===== src/rtl/ram_cmd_pkg.sv =====
// ram_cmd_pkg: shared widths, opcodes and FSM encoding for the RAM command master
package ram_cmd_pkg;

    localparam int CMD_W  = 10;
    localparam int DATA_W = 8;
    localparam int CNT_W  = 8;

    localparam logic [1:0] CMD_WR_ADDR = 2'b00;
    localparam logic [1:0] CMD_WR_DATA = 2'b01;
    localparam logic [1:0] CMD_RD_ADDR = 2'b10;
    localparam logic [1:0] CMD_RD_DATA = 2'b11;

    typedef enum logic [2:0] {
        S_IDLE,
        S_WR_ADDR,
        S_WR_DATA,
        S_RD_ADDR,
        S_RD_CMD,
        S_RD_WAIT
    } state_e;

    function automatic logic [CMD_W-1:0] cmd_word(input logic [1:0] op, input logic [DATA_W-1:0] payload);
        return {op, payload};
    endfunction

endpackage


===== src/rtl/ram_cmd_timeout.sv =====
// ram_cmd_timeout: counts read-wait cycles without a RAM reply and flags when the limit is reached
module ram_cmd_timeout
    import ram_cmd_pkg::*;
#(
    parameter int unsigned TIMEOUT = 16
) (
    input  logic clk,
    input  logic rst,
    input  logic clear,
    input  logic run,
    output logic expired
);

    logic [CNT_W-1:0] cnt_q, cnt_d;

    assign expired = cnt_q == CNT_W'(TIMEOUT);

    // Clear on entry to the wait, count missed cycles, hold once the limit is hit
    always_comb begin
        cnt_d = clear ? '0 : (run && !expired) ? cnt_q + 1'b1 : cnt_q;
    end

    // Counter register
    always_ff @(posedge clk) begin
        if (rst) begin
            cnt_q <= '0;
        end else begin
            cnt_q <= cnt_d;
        end
    end

endmodule


===== src/rtl/ram_cmd_master.sv =====
// ram_cmd_master: turns host read/write requests into RAM command words and collects read data
module ram_cmd_master
    import ram_cmd_pkg::*;
#(
    parameter int unsigned TIMEOUT    = 16,
    parameter bit          ADDR_CACHE = 1'b1
) (
    input  logic              clk,
    input  logic              rst,
    input  logic              req_valid,
    output logic              req_ready,
    input  logic              req_we,
    input  logic [DATA_W-1:0] req_addr,
    input  logic [DATA_W-1:0] req_wdata,
    output logic              resp_valid,
    output logic              resp_we,
    output logic [DATA_W-1:0] resp_data,
    output logic              resp_err,
    output logic              cmd_valid,
    output logic [CMD_W-1:0]  cmd_din,
    input  logic              ram_tx_valid,
    input  logic [DATA_W-1:0] ram_dout
);

    state_e            state_q;
    logic              we_q;
    logic [DATA_W-1:0] wdata_q;
    logic [DATA_W-1:0] wr_addr_q, rd_addr_q;
    logic              wr_addr_ok_q, rd_addr_ok_q;
    logic              cmd_valid_q;
    logic [CMD_W-1:0]  cmd_din_q;
    logic              resp_valid_q, resp_we_q, resp_err_q;
    logic [DATA_W-1:0] resp_data_q;
    logic              wr_hit, rd_hit, tmo_expired;

    assign req_ready  = state_q == S_IDLE;
    assign cmd_valid  = cmd_valid_q;
    assign cmd_din    = cmd_din_q;
    assign resp_valid = resp_valid_q;
    assign resp_we    = resp_we_q;
    assign resp_data  = resp_data_q;
    assign resp_err   = resp_err_q;

    // A hit means the RAM pointer already holds this address, so its address word can be skipped
    assign wr_hit = ADDR_CACHE && wr_addr_ok_q && (wr_addr_q == req_addr);
    assign rd_hit = ADDR_CACHE && rd_addr_ok_q && (rd_addr_q == req_addr);

    ram_cmd_timeout #(
        .TIMEOUT(TIMEOUT)
    ) u_tmo (
        .clk    (clk),
        .rst    (rst),
        .clear  (state_q == S_RD_CMD),
        .run    (state_q == S_RD_WAIT && !ram_tx_valid),
        .expired(tmo_expired)
    );

    // Request sequencer: issues command words, completes requests and tracks the RAM address pointers
    always_ff @(posedge clk) begin
        if (rst) begin
            state_q      <= S_IDLE;
            we_q         <= 1'b0;
            wdata_q      <= '0;
            wr_addr_q    <= '0;
            rd_addr_q    <= '0;
            wr_addr_ok_q <= 1'b0;
            rd_addr_ok_q <= 1'b0;
            cmd_valid_q  <= 1'b0;
            cmd_din_q    <= '0;
            resp_valid_q <= 1'b0;
            resp_we_q    <= 1'b0;
            resp_data_q  <= '0;
            resp_err_q   <= 1'b0;
        end else begin
            resp_valid_q <= 1'b0;
            case (state_q)
                S_IDLE: begin
                    if (req_valid) begin
                        we_q        <= req_we;
                        wdata_q     <= req_wdata;
                        cmd_valid_q <= 1'b1;
                        if (req_we && wr_hit) begin
                            state_q   <= S_WR_DATA;
                            cmd_din_q <= cmd_word(CMD_WR_DATA, req_wdata);
                        end else if (req_we) begin
                            state_q      <= S_WR_ADDR;
                            cmd_din_q    <= cmd_word(CMD_WR_ADDR, req_addr);
                            wr_addr_q    <= req_addr;
                            wr_addr_ok_q <= 1'b1;
                        end else if (rd_hit) begin
                            state_q   <= S_RD_CMD;
                            cmd_din_q <= cmd_word(CMD_RD_DATA, '0);
                        end else begin
                            state_q      <= S_RD_ADDR;
                            cmd_din_q    <= cmd_word(CMD_RD_ADDR, req_addr);
                            rd_addr_q    <= req_addr;
                            rd_addr_ok_q <= 1'b1;
                        end
                    end
                end
                S_WR_ADDR: begin
                    state_q   <= S_WR_DATA;
                    cmd_din_q <= cmd_word(CMD_WR_DATA, wdata_q);
                end
                S_WR_DATA: begin
                    state_q      <= S_IDLE;
                    cmd_valid_q  <= 1'b0;
                    resp_valid_q <= 1'b1;
                    resp_we_q    <= we_q;
                    resp_data_q  <= '0;
                    resp_err_q   <= 1'b0;
                end
                S_RD_ADDR: begin
                    state_q   <= S_RD_CMD;
                    cmd_din_q <= cmd_word(CMD_RD_DATA, '0);
                end
                S_RD_CMD: begin
                    state_q     <= S_RD_WAIT;
                    cmd_valid_q <= 1'b0;
                end
                S_RD_WAIT: begin
                    if (ram_tx_valid || tmo_expired) begin
                        state_q      <= S_IDLE;
                        resp_valid_q <= 1'b1;
                        resp_we_q    <= we_q;
                        resp_data_q  <= ram_tx_valid ? ram_dout : '0;
                        resp_err_q   <= !ram_tx_valid;
                        if (!ram_tx_valid) rd_addr_ok_q <= 1'b0;
                    end
                end
                default: begin
                    state_q     <= S_IDLE;
                    cmd_valid_q <= 1'b0;
                end
            endcase
        end
    end

endmodule


===== config.mk =====
export PLATFORM = sky130hd
export DESIGN_NAME = ram_cmd_master
export DESIGN_NICKNAME = d
export VERILOG_FILES = /design/src/rtl/ram_cmd_pkg.sv /design/src/rtl/ram_cmd_timeout.sv /design/src/rtl/ram_cmd_master.sv
export SDC_FILE = /design/constraint.sdc
export NUM_CORES = 1
export LEC_CHECK = 0
export CAP_MARGIN = 20
export CORE_MARGIN = 2
export CORE_UTILIZATION = 25
export CTS_BUF_LIST = sky130_fd_sc_hd__clkbuf_8 sky130_fd_sc_hd__clkbuf_16
export DETAILED_ROUTE_END_ITERATION = 8
export GPL_TIMING_DRIVEN = 0
export PLACE_DENSITY = 0.46
export SETUP_SLACK_MARGIN = 0.3
export SYNTH_ARGS = -nofsm -noshare
export SYNTH_HDL_FRONTEND = slang
export SYNTH_HIERARCHICAL = 1
export SYNTH_SLANG_ARGS = --single-unit

===== constraint.sdc =====
create_clock -name clk -period 2.35 [get_ports clk]
set_input_delay 0.3525 -clock clk [delete_from_list [all_inputs] [get_ports clk]]
set_output_delay 0.3525 -clock clk [all_outputs]
set_load 0.02 [all_outputs]

# --- Word-level counts from Yosys, hierarchy flattened ---
# Index checks and enable logic that the tools add are counted.
classes:
  addsub: 1
  eq_ne: 14
  muxes: 29
  bitwise_logic: 4
  n_reduce_logical: 22
op_table:
  columns: ["cell", "count"]
  rows:
  - ["10-bit 2-to-1 mux", 3]
  - ["10-bit one-hot mux with 3 select lines", 1]
  - ["8-bit == test", 2]
  - ["8-bit 2-to-1 mux", 2]
  - ["8-bit one-hot mux with 2 select lines", 1]
  - ["3-bit 2-to-1 mux", 5]
  - ["3-bit one-hot mux with 5 select lines", 1]
  - ["1-bit 2-to-1 mux", 10]
  - ["2-bit inequality test (second input constant)", 5]
  - ["1-bit one-hot mux with 2 select lines", 5]
  - ["2-bit AND reduction", 5]
  - ["9-bit 2-to-1 mux", 1]
  - ["8-bit by 1-bit adder with 8-bit output (second input constant)", 1]
  - ["8-bit by 5-bit == test with 1-bit output (second input constant)", 1]
  - ["7-bit AND reduction", 1]
  - ["3-bit by 2-bit == test with 1-bit output (second input constant)", 2]
  - ["3-bit == test (second input constant)", 2]
  - ["1-bit logical AND", 5]
  - ["5-bit AND reduction", 1]
  - ["1-bit inverter", 4]
  - ["4-bit AND reduction", 1]
  - ["2-bit nonzero test", 2]
  - ["3-bit by 1-bit == test with 1-bit output (second input constant)", 1]
  - ["3-bit logical NOT", 1]
  - ["6 further kinds", 7]
word_totals:
  reg_bits: 60
  in_bits: 29
  output_inout_bits: 23
  word_cells: 84

# --- Logic depth before layout (Yosys ltp) ---
# Gate-level depths: netlist (run 1).
depth:
  depth_word: 7
  depth_mapped: 9
  ltp_nobuf: 9

# --- Cells and area by module ---
# The synthesis (run 1) kept the hierarchy.
modules_own_cells:
  columns: ["mod", "instances", "cells_per_inst", "area_each_um2", "seq_area_each_um2"]
  rows:
  - ["ram_cmd_master", 1, 274, 2398.6, 1041.0]
  - ["ram_cmd_timeout", 1, 49, 412.9, 160.2]

# --- Least setup slack after synthesis (run 1) ---
# OpenSTA, ideal clock, no wires.
synth_path:
  path_type: "register -> register"
  startpoint: "reg u_tmo.cnt_q[0]"
  endpoint: "reg resp_data_q[0] (netlist: resp_data[0])"
  setup_ns: 0.117
  arrival_ns: 1.914
  t_required_ns: 2.233
  setup_slack_ns: 0.319
  path_stages_with_launch: 10
  n_path_buf: 1
  synth_period_minus_slack_ns: 2.031
  cell_sequence: "dfxtp_1 > inv_1 > ha_1 > nor4b_1 > and3_2 > nor2_1 > o22a_1 > nor2b_1 > clkbuf_1 > a22o_1"
synth_between:
  elab_chain_len: 4
synth_rtl:
  columns: ["item", "line", "text"]
  rows:
  - ["start: declaration", "ram_cmd_timeout.sv:14", "logic [CNT_W-1:0] cnt_q, cnt_d;"]
  - ["start signal: assignment", "ram_cmd_timeout.sv:28", "cnt_q <= cnt_d;"]
  - ["8-bit by 5-bit == test with 1-bit output", "ram_cmd_timeout.sv:16", "assign expired = cnt_q == CNT_W'(TIMEOUT);"]
  - ["via tmo_expired", "ram_cmd_master.sv:34", "logic wr_hit, rd_hit, tmo_expired;"]
  - ["1-bit logical OR", "ram_cmd_master.sv:122", "if (ram_tx_valid || tmo_expired) begin"]
  - ["2-bit by 1-bit inequality test with 1-bit output (no line)", null, null]
  - ["2-bit AND reduction (no line)", null, null]
  - ["end signal: assignment", "ram_cmd_master.sv:126", "resp_data_q <= ram_tx_valid ? ram_dout : '0;"]
  - ["end: declaration", "ram_cmd_master.sv:33", "logic [DATA_W-1:0] resp_data_q;"]
# The timed path passes the listed nets, and every way through them passes these cells.
# A chain may end at the register's enable or synchronous reset.

# --- Final worst setup path (run 1) ---
layout_path:
  startpoint: "reg u_tmo.cnt_q[0]"
  endpoint: "reg resp_data_q[4] (netlist: resp_data[4])"
# The elaborated chain is that of the path after synthesis.

==> results.toml, run 1 <==
[status]
status = "completed"

[synth]
syn_nets = 354
synth_top_area_frac = 0.4272
yosys-top-cells-count = "dfxtp_1 (60), nand2_1 (42), a21oi_1 (40), nand2b_1 (18), nor2_1 (16)"
yosys_warnings = 6
yosysSeqAreaShare = 0.4272
avgSynthCellArea_um2 = 8.704
ys_types = 53
yosysTopAreaCell = "dfxtp_1"
synthFlopType = "dfxtp_1"
syn_inst = 323
synthArstFlopShare = 0
ys_seq_elements = 60
synth_edf_count = 0
syn-cell-area_mm2 = 0.002811
ys_top_cells_by_area = "dfxtp_1 (43%), a21oi_1 (7.1%), nand2_1 (5.6%)"
yosys.cell_count.top_type = "dfxtp_1"

[clocking]
clock-sinks = 60
max-clock-path-buffers = 2
clkTransAtPathRegs_ns = 0.07
cts_buffers = 9
cts_max_level = 3
hold_buffers = 0
insertion_delay_ns = 0.35
cts-root-buf = "clkbuf_8"
cts_tree = "built"

[sta]
fmax_ghz = 0.5044
period_minus_slack_ns = 1.982
slew_viol_final = 0
period_share = 0.8436
rsz0062_at_grt = "yes"
setup_viol = 0
holdWs_ns = 0.4043
finalHoldViolCount = 0
relSlewSlack = 0.5918
tightestPinTransition_ns = 0.6123
clock-skew-final_ns = 0.005543

[floorplanning]
core_mm2 = 0.01089
rows = 38
fp.dieW_um = 110.0
dieArea_mm2 = 0.01211
initial_core_util = 0.2582
io_pins = 52
die_y_um = 110.0

[place]
dp_cells = 514
place_congestion = 0.7572
hpwl_um = 5652
port_buffers = 51

[min_path]
hp-start = "req_addr[7]"
whs_endpoint = "wr_addr_q[7]$_SDFFE_PP0P_"
min_delay_path_depth = 3
hold_class = "in -> reg"

[finish]
nets = 421
layout-drive-gt1-share = 0.1468
diodes = 0
area_delta_synth_final_pct = 35.38
fillers = 1165
instances_no_fill = 535

[route]
wl_per_cell_um = 15.01
drcViolationCount = 0
wl_um = 8031
drtIter0Drc = 94
viasPerCell = 4.770
vias = 2552
postRouteAntennaNets = 0
drt_first_pass_iters = 4

[grt]
grt_pass1_vias = 2471
grt-ovfl-total = 0
grtUsageTotal = 0.1405
grt_max_degree = 11
grt_pass1_wl_um = 12720
antenna_found_initial = 0

[worst_setup_path]
cp.required_ns = 2.59
timing.rr.start = "u_tmo/cnt_q[0]$_SDFFE_PP0P_"
rrSetupSlack_ns = 0.37
worstPathArrival_ns = 2.22
end_kind = "register"
r2r_cells = 9
r2r-end = "resp_data[4]$_SDFFE_PP0P_"
path_max_fanout = 8
start_kind = "register"
critical_path_class = "reg -> reg"

[power]
p_per_area_mw_per_mm2 = 605.5
power.leakage_uw = 0.001494
peakVddDrop_v = 0.0003591

[flow_run]
cap_violations = 0
==> power by group <==
part / leakage (µW) / switching [µW] / internal [µW]
Clock: 0.000101 / 402 / 392
Combinational: 0.000902 / 229 / 183
Sequential: 0.000491 / 32.3 / 1070
Total: 0.00149 / 663 / 1640
==> cell families after synthesis <==
kind of cell	after synthesis	synth area share
and+or+nand+nor	119	0.2243
AOI/OAI and AO/OA	91	0.2096
DFF	60	0.4272
buffers and inverters	23	0.03783
xor gates and xnor gates	17	0.05296
muxes	11	0.03916
adders and majority gates	2	0.008899
==> critical path, cell delays in order (launching register included) <==
cell,delay (ns)
dfxtp_4,0.36
inv_2,0.05
ha_2,0.17
nor4b_4,0.23
and3_4,0.22
nor2_2,0.06
o22a_2,0.27
nor2b_4,0.13
buf_6,0.15
a22o_1,0.22
==> layout make-up <==
class	instances	area, µm²	area share
Tap cell	140	175.2	0.04602
Sequential cell	60	1209	0.3176
Timing Repair Buffer	56	555.5	0.1460
Clock buffer	10	137.6	0.03616
Multi-Input combinational cell	240	1585	0.4165
Buffer	17	96.34	0.02531
Clock inverter	6	25.02	0.006575
Inverter	6	22.52	0.005917
==> cell usage in the layout (no fill, tap or decap), types with 3 or more instances in the layout <==
master / n
a21oi_1: 40
nand3_1: 9
clkdlybuf4s50_1: 45
clkbuf_1: 6
inv_1: 6
nor2_1: 14
buf_6: 3
o21ai_0: 8
dlymetal6s2s_1: 5
nand4_1: 3
a22o_1: 8
buf_2: 5
a221oi_1: 6
nand3_2: 3
nand2b_1: 18
xor2_1: 15
mux2i_1: 11
clkbuf_8: 10
nor3_1: 7
nand2_1: 40
buf_4: 5
o21ai_1: 8
and3_1: 3
clkbuf_2: 4
a22oi_1: 3
inv_2: 3
dfxtp_1: 58
==> flip-flops by register name (all words and copies together), names as in the netlist <==
| register | flops |
|---|---|
| cmd_din | 10 |
| resp_data | 8 |
| wdata_q | 8 |
| resp_err | 1 |
| state_q | 3 |
| wr_addr_q | 8 |
| cmd_valid | 1 |
| rd_addr_q | 8 |
| resp_valid | 1 |
| we_q | 1 |
| rd_addr_ok_q | 1 |
| u_tmo/cnt_q | 8 |
| wr_addr_ok_q | 1 |
| resp_we | 1 |
==> metal layers <==
layer | vias up | global-route usage | part of all wire | wire length [µm]
met5 | - | 0 | 0 | 0
met4 | 0 | 0.05154 | 0.018 | 142
met3 | 11 | 0.04703 | 0.057 | 457
met2 | 64 | 0.2187 | 0.42 | 3404
met1 | 1182 | 0.1802 | 0.50 | 4026
li1 | 1295 | - | - | -
==> timing repair <==
| action | 4_1_cts | 5_1_grt |
|---|---|---|
| gates cloned | 0 | 0 |
| setup buffers | 1 | 4 |
| gates resized for setup | 13 | 28 |
| setup endpoints to repair | 30 | 37 |
| pin swaps | 0 | 6 |
==> per-stage QoR <==
| step | cell area, µm² | worst slack [ns] | setup TNS [ns] | total power (µW) | utilization |
|---|---|---|---|---|---|
| floorplan | 2811 | 0.3195 | 0 | 1344 | - |
| finish | 3806 | 0.3676 | 0 | 2305 | 0.3496 |
| detailed placement | 3497 | -0.1015 | -2.278 | 1519 | 0.3212 |
| global placement | 3497 | -0.1057 | -1.939 | 1518 | 0.3212 |
| global route | 3806 | 0.2962 | 0 | 2427 | 0.3496 |
| CTS | 3707 | 0.2813 | 0 | 2331 | 0.3405 |
==> how the worst max path moves through the flow <==
| stage | start | to | depth (start not counted) |
|---|---|---|---|
| 6_report | u_tmo/cnt_q[0]$_SDFFE_PP0P_ | resp_data[4]$_SDFFE_PP0P_ | 9 |
| 5_1_grt | u_tmo/cnt_q[0]$_SDFFE_PP0P_ | resp_data[4]$_SDFFE_PP0P_ | 9 |
| 4_1_cts | state_q[2]$_SDFFE_PP0P_ | req_ready | 4 |
| 3_5_place_dp | rst | resp_we$_SDFFE_PP0P_ | 5 |
| 3_3_place_gp | rst | wr_addr_ok_q$_SDFFE_PP0P_ | 5 |
| 2_1_floorplan | u_tmo/cnt_q[0]$_SDFFE_PP0P_ | resp_data[0]$_SDFFE_PP0P_ | 9 |
Note: power is estimated with default switching activity, not from simulation.
==> inputs of run 2 (changes only) <==
--- a/config.mk
+++ b/config.mk
@@ -11,7 +11,7 @@
 export CTS_BUF_LIST = sky130_fd_sc_hd__clkbuf_8 sky130_fd_sc_hd__clkbuf_16
 export DETAILED_ROUTE_END_ITERATION = 8
 export GPL_TIMING_DRIVEN = 0
-export PLACE_DENSITY = 0.46
+export PLACE_DENSITY = 0.48
 export SETUP_SLACK_MARGIN = 0.3
 export SYNTH_ARGS = -nofsm -noshare
 export SYNTH_HDL_FRONTEND = slang
==> constraint.sdc (replaced) <==
create_clock -name clk -period 1.75 [get_ports clk]
set_input_delay 0.2625 -clock clk [delete_from_list [all_inputs] [get_ports clk]]
set_output_delay 0.2625 -clock clk [all_outputs]
set_load 0.02 [all_outputs]
==> results.toml, run 2 (synthesis gave the netlist of run 1 again) <==
[status]
status = "finished, violations left"
violations = "setup timing"

[worst_setup_path]
end_kind = "register"
crit_path_max_incr_delay_ns = 0.35
critical_path_class = "reg -> reg"
worstPathArrival_ns = 2.08
start_kind = "register"
cp.required_ns = 1.98
path_max_fanout = 8
cp_slowest_cell = "dfxtp_4"
path_cells = "inv_4 -> ha_4 -> nor4b_4 -> and3_4 -> nor2_4 -> o22a_4 -> nor2b_4 -> buf_6 -> a22o_1"
rrSetupSlack_ns = -0.10

[grt]
grt_max_degree = 12
grtUsageTotal = 0.1528
grt_pass1_wl_um = 14190
antenna_found_initial = 0
grt_pass1_vias = 2752
grt-ovfl-total = 0

[floorplanning]
io_pins = 52
dieArea_mm2 = 0.01211
fp.dieW_um = 110.0
initial_core_util = 0.2582
rows = 38
core_mm2 = 0.01089
die_y_um = 110.0

[route]
vias = 2814
viasPerCell = 4.827
wl_per_cell_um = 16.15
postRouteAntennaNets = 0
drcViolationCount = 0
drt_first_pass_iters = 4
drtIter0Drc = 108
wl_um = 9413

[sta]
slew_viol_final = 0
rsz0062_at_grt = "yes"
relSlewSlack = 0.3130
tightestPinTransition_ns = 1.028
setup_viol = 11
fin_ws_ns = -0.1035
period_share = 1.059
fmax_ghz = 0.5395
clock-skew-final_ns = 0.01538
period_minus_slack_ns = 1.853
finalHoldViolCount = 0

[finish]
nets = 469
diodes = 0
fin_area_mm2 = 0.004868
fin_util = 0.4471
layout-drive-gt1-share = 0.4357
area_delta_synth_final_pct = 73.16
final_cell_mix = "dfxtp_1 (48), buf_4 (37), dlygate4sd2_1 (29)"
fillers = 1054
largest_reg_flops = 10
mostFrequentLayoutCell = "dfxtp_1"
instances_no_fill = 583

[power]
switching_share = 0.2863
p_sw_uw = 1068
pwr-share-seq = 0.399
pwr-share-clk = 0.384
p_int_uw = 2663
total_power_uw = 3732
p_per_area_mw_per_mm2 = 766.5
peakVddDrop_v = 0.0005477
pwr-share-comb = 0.217
power.leakage_uw = 0.001984

[clocking]
cts_buffers = 9
insertion_delay_ns = 0.35
clock-sinks = 60
cts-root-buf = "clkbuf_8"
cts_tree = "built"
hold_buffers = 0
cts_max_level = 3
max-clock-path-buffers = 2
clkTransAtPathRegs_ns = 0.07

[place]
port_buffers = 51
hpwl_um = 5791
postPlaceCellArea_mm2 = 0.003608
dp_cells = 514
place_congestion = 0.7842

[min_path]
hold_class = "in -> reg"

[flow_run]
cap_violations = 0
[run 2: worst paths after layout]
path	cells past startpoint	from	end
worst max-delay path	9	u_tmo/cnt_q[1]$_SDFFE_PP0P_	resp_data[1]$_SDFFE_PP0P_
worst min register to register	1	resp_data[5]$_SDFFE_PP0P_	resp_data[5]$_SDFFE_PP0P_
worst min-delay path	3	req_addr[4]	wr_addr_q[4]$_SDFFE_PP0P_
worst max register to register	9	u_tmo/cnt_q[1]$_SDFFE_PP0P_	resp_data[1]$_SDFFE_PP0P_
[run 2: cell type report]
class	count	area (µm²)	share of cell area
Sequential cell	60	1224	0.2513
Clock buffer	10	137.6	0.02827
Multi-Input combinational cell	240	2032	0.4174
Buffer	17	188.9	0.03881
Tap cell	140	175.2	0.03598
Inverter	6	32.53	0.006682
Clock inverter	6	87.58	0.01799
Timing Repair Buffer	104	991.0	0.2035
[run 2: through the flow]
step	hold WS, ns	setup slack [ns]	TNS (ns)
4_1_cts	0.3746	-0.1180	-1.111
3_5_place_dp	0.4494	-0.7155	-27.49
5_1_grt	0.2900	-0.1674	-1.631
6_report	0.2790	-0.1035	-0.8102
2_1_floorplan	0.3882	-0.06717	-0.5373
3_3_place_gp	0.4506	-0.6645	-26.44
[run 2: routing by layer]
metal  global-route usage  wire (µm)
met5                    0          0
met2               0.2432       4422
met3              0.04174        455
met4              0.04973        216
met1               0.1999       4318
[run 2: power by group through the flow]
stage / sequential (µW) / clock [µW] / combinational, µW
6_report: 1490 / 1430 / 810
3_3_place_gp: 1510 / 0 / 549
5_1_grt: 1500 / 1520 / 869
4_1_cts: 1480 / 1470 / 683
2_1_floorplan: 1540 / 0 / 289
3_5_place_dp: 1510 / 0 / 553
[run 2: critical path: cells and delay by family (launching register included)]
kind,cells,cell delay [ns]
AND/OR/NAND/NOR,4,0.61
AO/OA/AOI/OAI,2,0.49
flip-flops,1,0.35
buffers and inverters,2,0.19
adder cells (fa/ha/maj),1,0.12
[run 2: what timing repair did]
action                                  CTS  global route
resized for setup                       134            63
cloned                                    2             0
setup buffers                            33            18
hold endpoints to repair                  0             0
endpoints found under the setup margin   83            62
pin swaps                                31            52
==> inputs of run 3 (changes only) <==
--- a/config.mk
+++ b/config.mk
@@ -5,6 +5,7 @@
 export SDC_FILE = /design/constraint.sdc
 export NUM_CORES = 1
 export LEC_CHECK = 0
+export ABC_CLOCK_PERIOD_IN_PS = 1750
 export CAP_MARGIN = 20
 export CORE_MARGIN = 2
 export CORE_UTILIZATION = 25
@@ -13,6 +14,7 @@
 export GPL_TIMING_DRIVEN = 0
 export PLACE_DENSITY = 0.48
 export SETUP_SLACK_MARGIN = 0.3
+export SLEW_MARGIN = 10
 export SYNTH_ARGS = -nofsm -noshare
 export SYNTH_HDL_FRONTEND = slang
 export SYNTH_HIERARCHICAL = 1
==> results of run 3 <==
No change in the layout: final DEF, timing and power equal those of run 2.
